`src/rtl/stumps_session_ctrl.sv`:
```
// stumps_session_ctrl: multi-session STUMPS BIST sequencer (PRPG/CUT/MISR).
// Define STUMPS_CFG_TIMEOUT_EN to add the CFG timeout (CFG_TIMEOUT) and cfg_err.
module stumps_session_ctrl #(
  parameter int SHIFT_CNT    = 15,
  parameter int NUM_TST_CYCL = 5,
  parameter int NUM_SESSIONS = 4,
  parameter int SIG_W        = 44,
`ifdef STUMPS_CFG_TIMEOUT_EN
  parameter int CFG_TIMEOUT  = 64,
`endif
  localparam int SW = (NUM_SESSIONS > 1) ? $clog2(NUM_SESSIONS) : 1,
  localparam int FW = $clog2(NUM_SESSIONS + 1)
) (
  input  logic             clk,
  input  logic             masterRst,
  input  logic             start,
  output logic             cfg_req,
  input  logic             cfg_ack,
  input  logic [SIG_W-1:0] sig_in,
  input  logic [SIG_W-1:0] golden_sig,
  output logic [SW-1:0]    session_idx,
  output logic             NbarT,
  output logic             internalRst,
  output logic             PRPG_En,
  output logic             PRPG2_En,
  output logic             MISR_En,
  output logic             MISR2_En,
  output logic             busy,
  output logic             done,
  output logic             pass,
  output logic [FW-1:0]    fail_cnt,
  output logic [SW-1:0]    first_fail
`ifdef STUMPS_CFG_TIMEOUT_EN
  ,
  output logic             cfg_err
`endif
);

  localparam int CW = (SHIFT_CNT > 1) ? $clog2(SHIFT_CNT) : 1;
  localparam int RW = (NUM_TST_CYCL > 1) ? $clog2(NUM_TST_CYCL) : 1;

  typedef enum logic [2:0] {
    IDLE, CFG, SEED, SHIFT, CAPTURE, UNLOAD, COMPARE, FIN
  } state_t;

  state_t           state, nxt;
  logic [CW-1:0]    cnt;
  logic [RW-1:0]    round;
  logic [SIG_W-1:0] golden_q;
  logic             last_shift;
  logic             last_round;
  logic             last_sess;
  logic             mism;
  logic             tmo;

  assign last_shift = (cnt == CW'(SHIFT_CNT - 1));
  assign last_round = (round == RW'(NUM_TST_CYCL - 1));
  assign last_sess  = (session_idx == SW'(NUM_SESSIONS - 1));
  assign mism       = (sig_in != golden_q);

`ifdef STUMPS_CFG_TIMEOUT_EN
  localparam int TW = $clog2(CFG_TIMEOUT + 1);
  logic [TW-1:0] tcnt;

  assign tmo = !cfg_ack && (tcnt == TW'(CFG_TIMEOUT - 1));

  always_ff @(posedge clk or negedge masterRst) begin
    if (!masterRst) begin
      tcnt    <= '0;
      cfg_err <= 1'b0;
    end else begin
      tcnt <= (state == CFG) ? tcnt + 1'b1 : '0;
      if (state == IDLE && start)
        cfg_err <= 1'b0;
      else if (state == CFG && tmo)
        cfg_err <= 1'b1;
    end
  end
`else
  assign tmo = 1'b0;
`endif

  always_ff @(posedge clk or negedge masterRst) begin
    if (!masterRst) state <= IDLE;
    else            state <= nxt;
  end

  always_comb begin
    nxt = state;
    unique case (state)
      IDLE:    if (start) nxt = CFG;
      CFG: begin
        if (cfg_ack)  nxt = SEED;
        else if (tmo) nxt = FIN;
      end
      SEED:    nxt = SHIFT;
      SHIFT:   if (last_shift) nxt = CAPTURE;
      CAPTURE: nxt = last_round ? UNLOAD : SHIFT;
      UNLOAD:  if (last_shift) nxt = COMPARE;
      COMPARE: nxt = last_sess ? FIN : CFG;
      FIN:     nxt = IDLE;
      default: nxt = IDLE;
    endcase
  end

  always_comb begin
    cfg_req     = 1'b0;
    NbarT       = 1'b1;
    internalRst = 1'b0;
    PRPG_En     = 1'b0;
    PRPG2_En    = 1'b0;
    MISR_En     = 1'b0;
    MISR2_En    = 1'b0;
    done        = 1'b0;
    busy        = (state != IDLE);
    unique case (state)
      CFG:  cfg_req     = 1'b1;
      SEED: internalRst = 1'b1;
      SHIFT, UNLOAD: begin
        PRPG_En  = 1'b1;
        PRPG2_En = 1'b1;
        MISR2_En = 1'b1;
      end
      CAPTURE: begin
        NbarT   = 1'b0;
        MISR_En = 1'b1;
      end
      FIN:     done = 1'b1;
      default: ;
    endcase
  end

  // Shift counter wraps on its own so every SHIFT/UNLOAD burst starts at 0.
  always_ff @(posedge clk or negedge masterRst) begin
    if (!masterRst) begin
      cnt   <= '0;
      round <= '0;
    end else begin
      if (state == SHIFT || state == UNLOAD)
        cnt <= last_shift ? '0 : cnt + 1'b1;
      else
        cnt <= '0;
      if (state == SEED)
        round <= '0;
      else if (state == CAPTURE)
        round <= round + 1'b1;
    end
  end

  always_ff @(posedge clk or negedge masterRst) begin
    if (!masterRst) begin
      session_idx <= '0;
      fail_cnt    <= '0;
      first_fail  <= '0;
      pass        <= 1'b1;
      golden_q    <= '0;
    end else if (state == IDLE && start) begin
      session_idx <= '0;
      fail_cnt    <= '0;
      first_fail  <= '0;
      pass        <= 1'b1;
    end else if (state == CFG) begin
      if (cfg_ack)  golden_q <= golden_sig;
      else if (tmo) pass     <= 1'b0;
    end else if (state == COMPARE) begin
      if (mism) begin
        fail_cnt <= fail_cnt + 1'b1;
        pass     <= 1'b0;
        if (fail_cnt == '0) first_fail <= session_idx;
      end
      if (!last_sess) session_idx <= session_idx + 1'b1;
    end
  end

endmodule
```
`config.mk`:
```
export PLATFORM = sky130hd
export DESIGN_NAME = stumps_session_ctrl
export DESIGN_NICKNAME = d
export VERILOG_FILES = /design/src/rtl/stumps_session_ctrl.sv
export SDC_FILE = /design/constraint.sdc
export NUM_CORES = 1
export LEC_CHECK = 0
export CAP_MARGIN = 20
export CORE_ASPECT_RATIO = 0.8
export CORE_MARGIN = 1.5
export CORE_UTILIZATION = 28
export DETAILED_ROUTE_END_ITERATION = 8
export PLACE_DENSITY = 0.52
export SLEW_MARGIN = 0
export SYNTH_ARGS = -nofsm -noshare
export SYNTH_HDL_FRONTEND = slang
export SYNTH_SLANG_ARGS = --single-unit
```
`constraint.sdc`:
```
create_clock -name clk -period 4.2 [get_ports clk]
set_input_delay 0.63 -clock clk [delete_from_list [all_inputs] [get_ports clk]]
set_output_delay 0.63 -clock clk [all_outputs]
set_load 0.1 [all_outputs]
```
After elaboration in Yosys (flattened, before gate mapping)
Index checks and enable logic that the tools add are counted.
Word-level totals
  bits in registers: 62
  bits in latches: 0
  bits in writable memories: 0
  memory bits (read-only): 0
  output and inout port bits: 17
  word-level logic and storage cells: 79
  memories kept: 0
Operators by class
  add/subtract/negate cells: 4
  multipliers: 0
  divide/modulo/power cells: 0
  $lt $le $gt $ge: 0
  equal/unequal tests: 17
  shifts and indexed selects: 0
  muxes and demuxes: 34
  bitwise gates (word level): 1
  reduce and logical (&&, ||, !) cells: 15
Operators by type and width (count)
  inequality test 44 bit: 1
  two-way mux 3 bit: 12
  case mux 3 bit (8 select lines): 1
  two-way mux 2 bit: 9
  == test 3 bit (second input constant): 5
  two-way mux 1 bit: 10
  inequality test 2 bit (second input constant): 5
  AND reduction 3 bit: 3
  two-way mux 4 bit: 2
  AND reduction 4 bit: 2
  nonzero test 2 bit: 4
  adder 3 x 1 -> 3 bit (second input constant): 2
  == test 3 x 2 -> 1 bit (second input constant): 2
  zero test 3 bit: 2
  adder 4 x 1 -> 4 bit (second input constant): 1
  == test 4 bit (second input constant): 1
  == test 3 x 1 -> 1 bit (second input constant): 1
  nonzero test 3 bit: 1
  adder 2 x 1 -> 2 bit (second input constant): 1
  == test 2 bit (second input constant): 1
  inequality test 2 x 1 -> 1 bit (second input constant): 1
  OR reduction 2 bit: 1
  logical AND 1 bit: 1
  logical OR 1 bit: 1
  NOT 1 bit: 1

Logic depth before layout (Yosys ltp)
  word-level depth: 6
  gate-level depth with buffers: 7

Worst setup path after synthesis
No wires, ideal clock.
  path type: reg-to-output
  from: reg state[2]
  to: out PRPG2_En
  data arrival time: 3.524 ns
  required time: 3.570 ns
  slack: 0.046 ns
  stages on the path, launching flop included: 4
  path buffers: 1
  cell sequence: dfrtp_1 -> nand2b_1 -> a21boi_0 -> buf_4
Between the ends
  longest elaborated chain between the ends: 3
  elaborated cells between the ends (all ways): 4
Ends and longest elaborated chain
  start, declared: RTL line 46  | state_t state, nxt;
  start signal, assigned: RTL line 85  | else state <= nxt;
  == test 3 x 2 -> 1 bit / == test 3 bit (equally long branches)
  OR reduction 2 bit *
  two-way mux 1 bit *
  end, declared: RTL line 25  | output logic PRPG2_En,
Mark *: on every way between the ends. The rest lies on a longest branch, timed or not.

Worst setup path in the final report
  from: reg state[1]
  to: out MISR_En
Between the ends
  longest elaborated chain between the ends: 2
Ends and longest elaborated chain
  == test 3 bit: RTL line 116  | unique case (state)
  two-way mux 1 bit: RTL line 116
  end, declared: RTL line 26  | output logic MISR_En,
Every way passes these cells.

==> summary.md <==
| Metric | Value |
|---|---|
| Synth Net Count | `361` |
| Clock Skew | `0.00454 ns` |
| DRC violations left | `0` |
| Max_cap viols | `0` |
| Crit path buf inv count | `2` |
| Post-CTS Setup Inserts | `0` |
| CP max stage cell | `clkdlybuf4s50_1` |
| Largest stage delay on the critical path | `1.13 ns` |
| Crit-path max FO | `16` |
| GRT overflow | `0` |
| First-pass GRT wire length | `12000 um` |
| Clock Pin Slew Worst Setup and Hold Paths | `0.05 ns` |
| Via count | `2339` |
| TritonRoute pass-1 iters | `4` |
| Max Buffers Root-to-Sink | `2` |
| Hold Slack | `0.401 ns` |
| Dpl hpwl | `5540 um` |
| Register area share after synthesis | `48.4%` |
| Final Hold Viols | `0` |
| Final period utilization | `77.2%` |
| Routed wire length | `7430 um` |
| Multi-input gate area | `0.00156 mm2` |
| Simple-gate area share of the yosys netlist | `11.2%` |
| VDD IR max | `0.317 mV` |
| Final Critical Period | `3.24 ns` |
| 1st-iter DRT viols | `64` |
| Worst min-delay path category | `in2async` |
| Area delta synth->final | `47.9%` |
| Slew HR | `34.0%` |
| Worst-skew pair later-pin latency | `0.32 ns` |
| CP delay by family, top | `buffers and inverters` |
| Cell variety after synth | `42` |
| Synth Area in XOR/XNOR | `12.8%` |
| Worst EP arrival | `2.61 ns` |
| Wire length per cell | `14.3 um` |
| Die Ht | `98.8 um` |
| Max Slew Vio Count | `0` |
| Inserted Clock Buffers | `9` |
| IO buf count | `108` |
| Die area | `0.0121 mm2` |
| Antenna diode count | `0` |
| Nets | `471` |
| Filler cell count | `1025` |
| # clock sinks | `62` |
| Compound-Gate Fraction of Synth Area | `6.12%` |
| Worst-path cell chain | `nand2b_1, or2_2, inv_2, clkdlybuf4s50_1` |
| Remaining antenna violation count after routing | `0` |
| Clk root buf | `clkbuf_16` |
| Fin util | `43.1%` |
| Final setup viols | `0` |
| GRT Total Usage | `13.0%` |
| Yosys top cell area share | `47.6%` |
| Worst path required time | `3.57 ns` |
| Vias in the first global route | `2530` |
| FF+latch count, synth | `62` |
| Sum of negative setup slack | `0 ns` |
| Main synth FF type | `dfrtp_1` |
| Final GP Congestion | `0.764` |
| Largest family of logic cells by synthesized area | `multiplexers` |
| DR vias/cell | `4.49` |
| Layout cells sized above 1 | `20.7%` |
| Core ar. | `0.0110 mm2` |
| Async S/R FF share, synth | `100%` |
| Post-synthesis mux area share | `15.8%` |
| I/O pin cnt | `109` |
| Synth top cells by count | `dfrtp_1 (61), mux2_2 (45), xnor2_1 (45)` |
| Startpoint types | `flop` |
| Final Non-Filler Cells | `521` |
| Adder-cell area share of the yosys netlist | `2.73%` |
| Top cells by area, synth | `dfrtp_1 (48%), mux2_2 (16%), xnor2_1 (12%)` |
| Largest net degree at the start of global routing | `45` |
| CTS tree | `built` |
| Power Density | `682 mW/mm2` |
| Post_cts resized | `0` |
| Top cell type by total area after synthesis | `dfrtp_1` |
| Sequential Area | `0.00155 mm2` |
| Most used standard cell by instance count after synthesis | `dfrtp_1` |
| RSZ-0062 raised after global routing | `false` |
| Cell count after synthesis | `262` |
| CP Capture Type | `output port` |
| Dpl cells | `504` |
| Row count | `34` |
| Initial core utilization | `29.1%` |
| Max Freq | `309 MHz` |
| YS warnings | `0` |
| Netlist Area Pre-Place | `0.00321 mm2` |
| Worst slew pin tran | `0.987 ns` |
| Htree depth | `3` |
| Initial antenna violation count | `0` |
| Post-synth EDFFs | `0` |
| Syn_area_per_cell | `12.2 um2` |
| Leak | `0.00188 uW` |
| Die Width | `123 um` |
| # hold bufs at CTS | `0` |
| WS Path Type | `reg2out` |
| Status | `complete, no violations` |
==> kinds of logic (layout without fill, tap and decap cells) <==
| group | count (synthesis) | count (layout) |
|---|---|---|
| buffers and inverters | 21 | 136 |
| multiplexers | 45 | 45 |
| adder cells (fa/ha/maj) | 7 | 7 |
| AND/OR/NAND/NOR | 53 | 53 |
| flip-flops | 62 | 62 |
| XOR/XNOR | 47 | 47 |
| AO/OA/AOI/OAI | 27 | 27 |
==> worst paths after layout <==
| kind | cells past startpoint | slack, ns | endpoint | startpoint |
|---|---|---|---|---|
| worst max-delay path | 4 | 0.96 | MISR_En | state[1]$_DFFE_PN0P_ |
| worst min-delay path | 1 | 0.40 | session_idx[1]$_DFFE_PN0P_ | masterRst |
| worst max register to register | 3 | 2.12 | golden_q[10]$_DFFE_PN0P_ | state[0]$_DFFE_PN0P_ |
| worst min register to register | 1 | 0.50 | cnt[0]$_DFF_PN0_ | cnt[0]$_DFF_PN0_ |
| max in group asynchronous | 2 | 2.91 | round[2]$_DFFE_PN0P_ | masterRst |
| min in group clk | 1 | 0.50 | cnt[0]$_DFF_PN0_ | cnt[0]$_DFF_PN0_ |
==> cells in the final DEF, fill, tap and decap left out, types with 2 or more instances in the layout <==
cell / Yosys / final
nand4_1: 11 / 11
ha_1: 7 / 7
buf_4: 2 / 4
clkdlybuf4s50_1: 0 / 104
nor4_4: 3 / 3
xnor2_1: 45 / 45
clkbuf_16: 0 / 9
nand2b_1: 5 / 5
clkinv_2: 0 / 2
inv_1: 9 / 9
a21oi_1: 2 / 2
or3_1: 2 / 2
a31oi_1: 3 / 3
a311oi_1: 2 / 2
xor2_1: 2 / 2
nor2_1: 8 / 8
or2_2: 2 / 2
a22o_1: 2 / 2
nand3_1: 3 / 3
nand2_1: 7 / 7
mux2_2: 45 / 45
o22ai_1: 3 / 3
bufinv_16: 0 / 2
or4bb_1: 2 / 2
a21o_1: 4 / 4
dfrtp_1: 61 / 61
clkbuf_1: 2 / 2
o21ai_0: 4 / 4
and3_1: 3 / 2
==> power breakdown <==
part,switching (uW),total [uW],internal (uW)
logic,750,1350,605
clock network,255,789,533
registers,216,1090,877
total,1220,3240,2010
==> through the flow <==
step / setup slack, ns / instance area, um2 / total power (uW)
floorplan: 0.0461 / 3210 / 2140
global placement: 1.32 / 4410 / 2440
detailed placement: 1.31 / 4410 / 2470
CTS: 0.954 / 4730 / 3280
global route: 0.828 / 4750 / 3440
finish: 0.959 / 4750 / 3240
==> registers in the layout (all words and copies together), names as in the netlist <==
register and count:
cnt 4, fail_cnt 3, first_fail 2, golden_q 44, pass 1, round 3
session_idx 2, state 3
==> worst reg2reg max path: stages (launching register included) <==
cell and delay, ns:
dfrtp_1 0.73, and3_2 0.60, buf_12 0.27, mux2_2 0.37
==> cell type report <==
cell class	count	share of cell area (%)
Clock buffer	12	5.19
Clock inverter	4	1.48
Inverter	10	0.791
Multi-Input combinational cell	179	32.9
Sequential cell	62	32.7
Tap cell	144	3.80
Timing Repair Buffer	110	23.1
==> routing by layer <==
metal  track usage [%]  vias up  share of wire (%)
li1                  -     1140                  -
met1              15.9     1122                 46
met2              21.4       69                 46
met3              4.46        8                6.5
met4              4.29        0                1.3
met5                 0        -                  0
No activity file was read; power rests on OpenSTA's default activity.
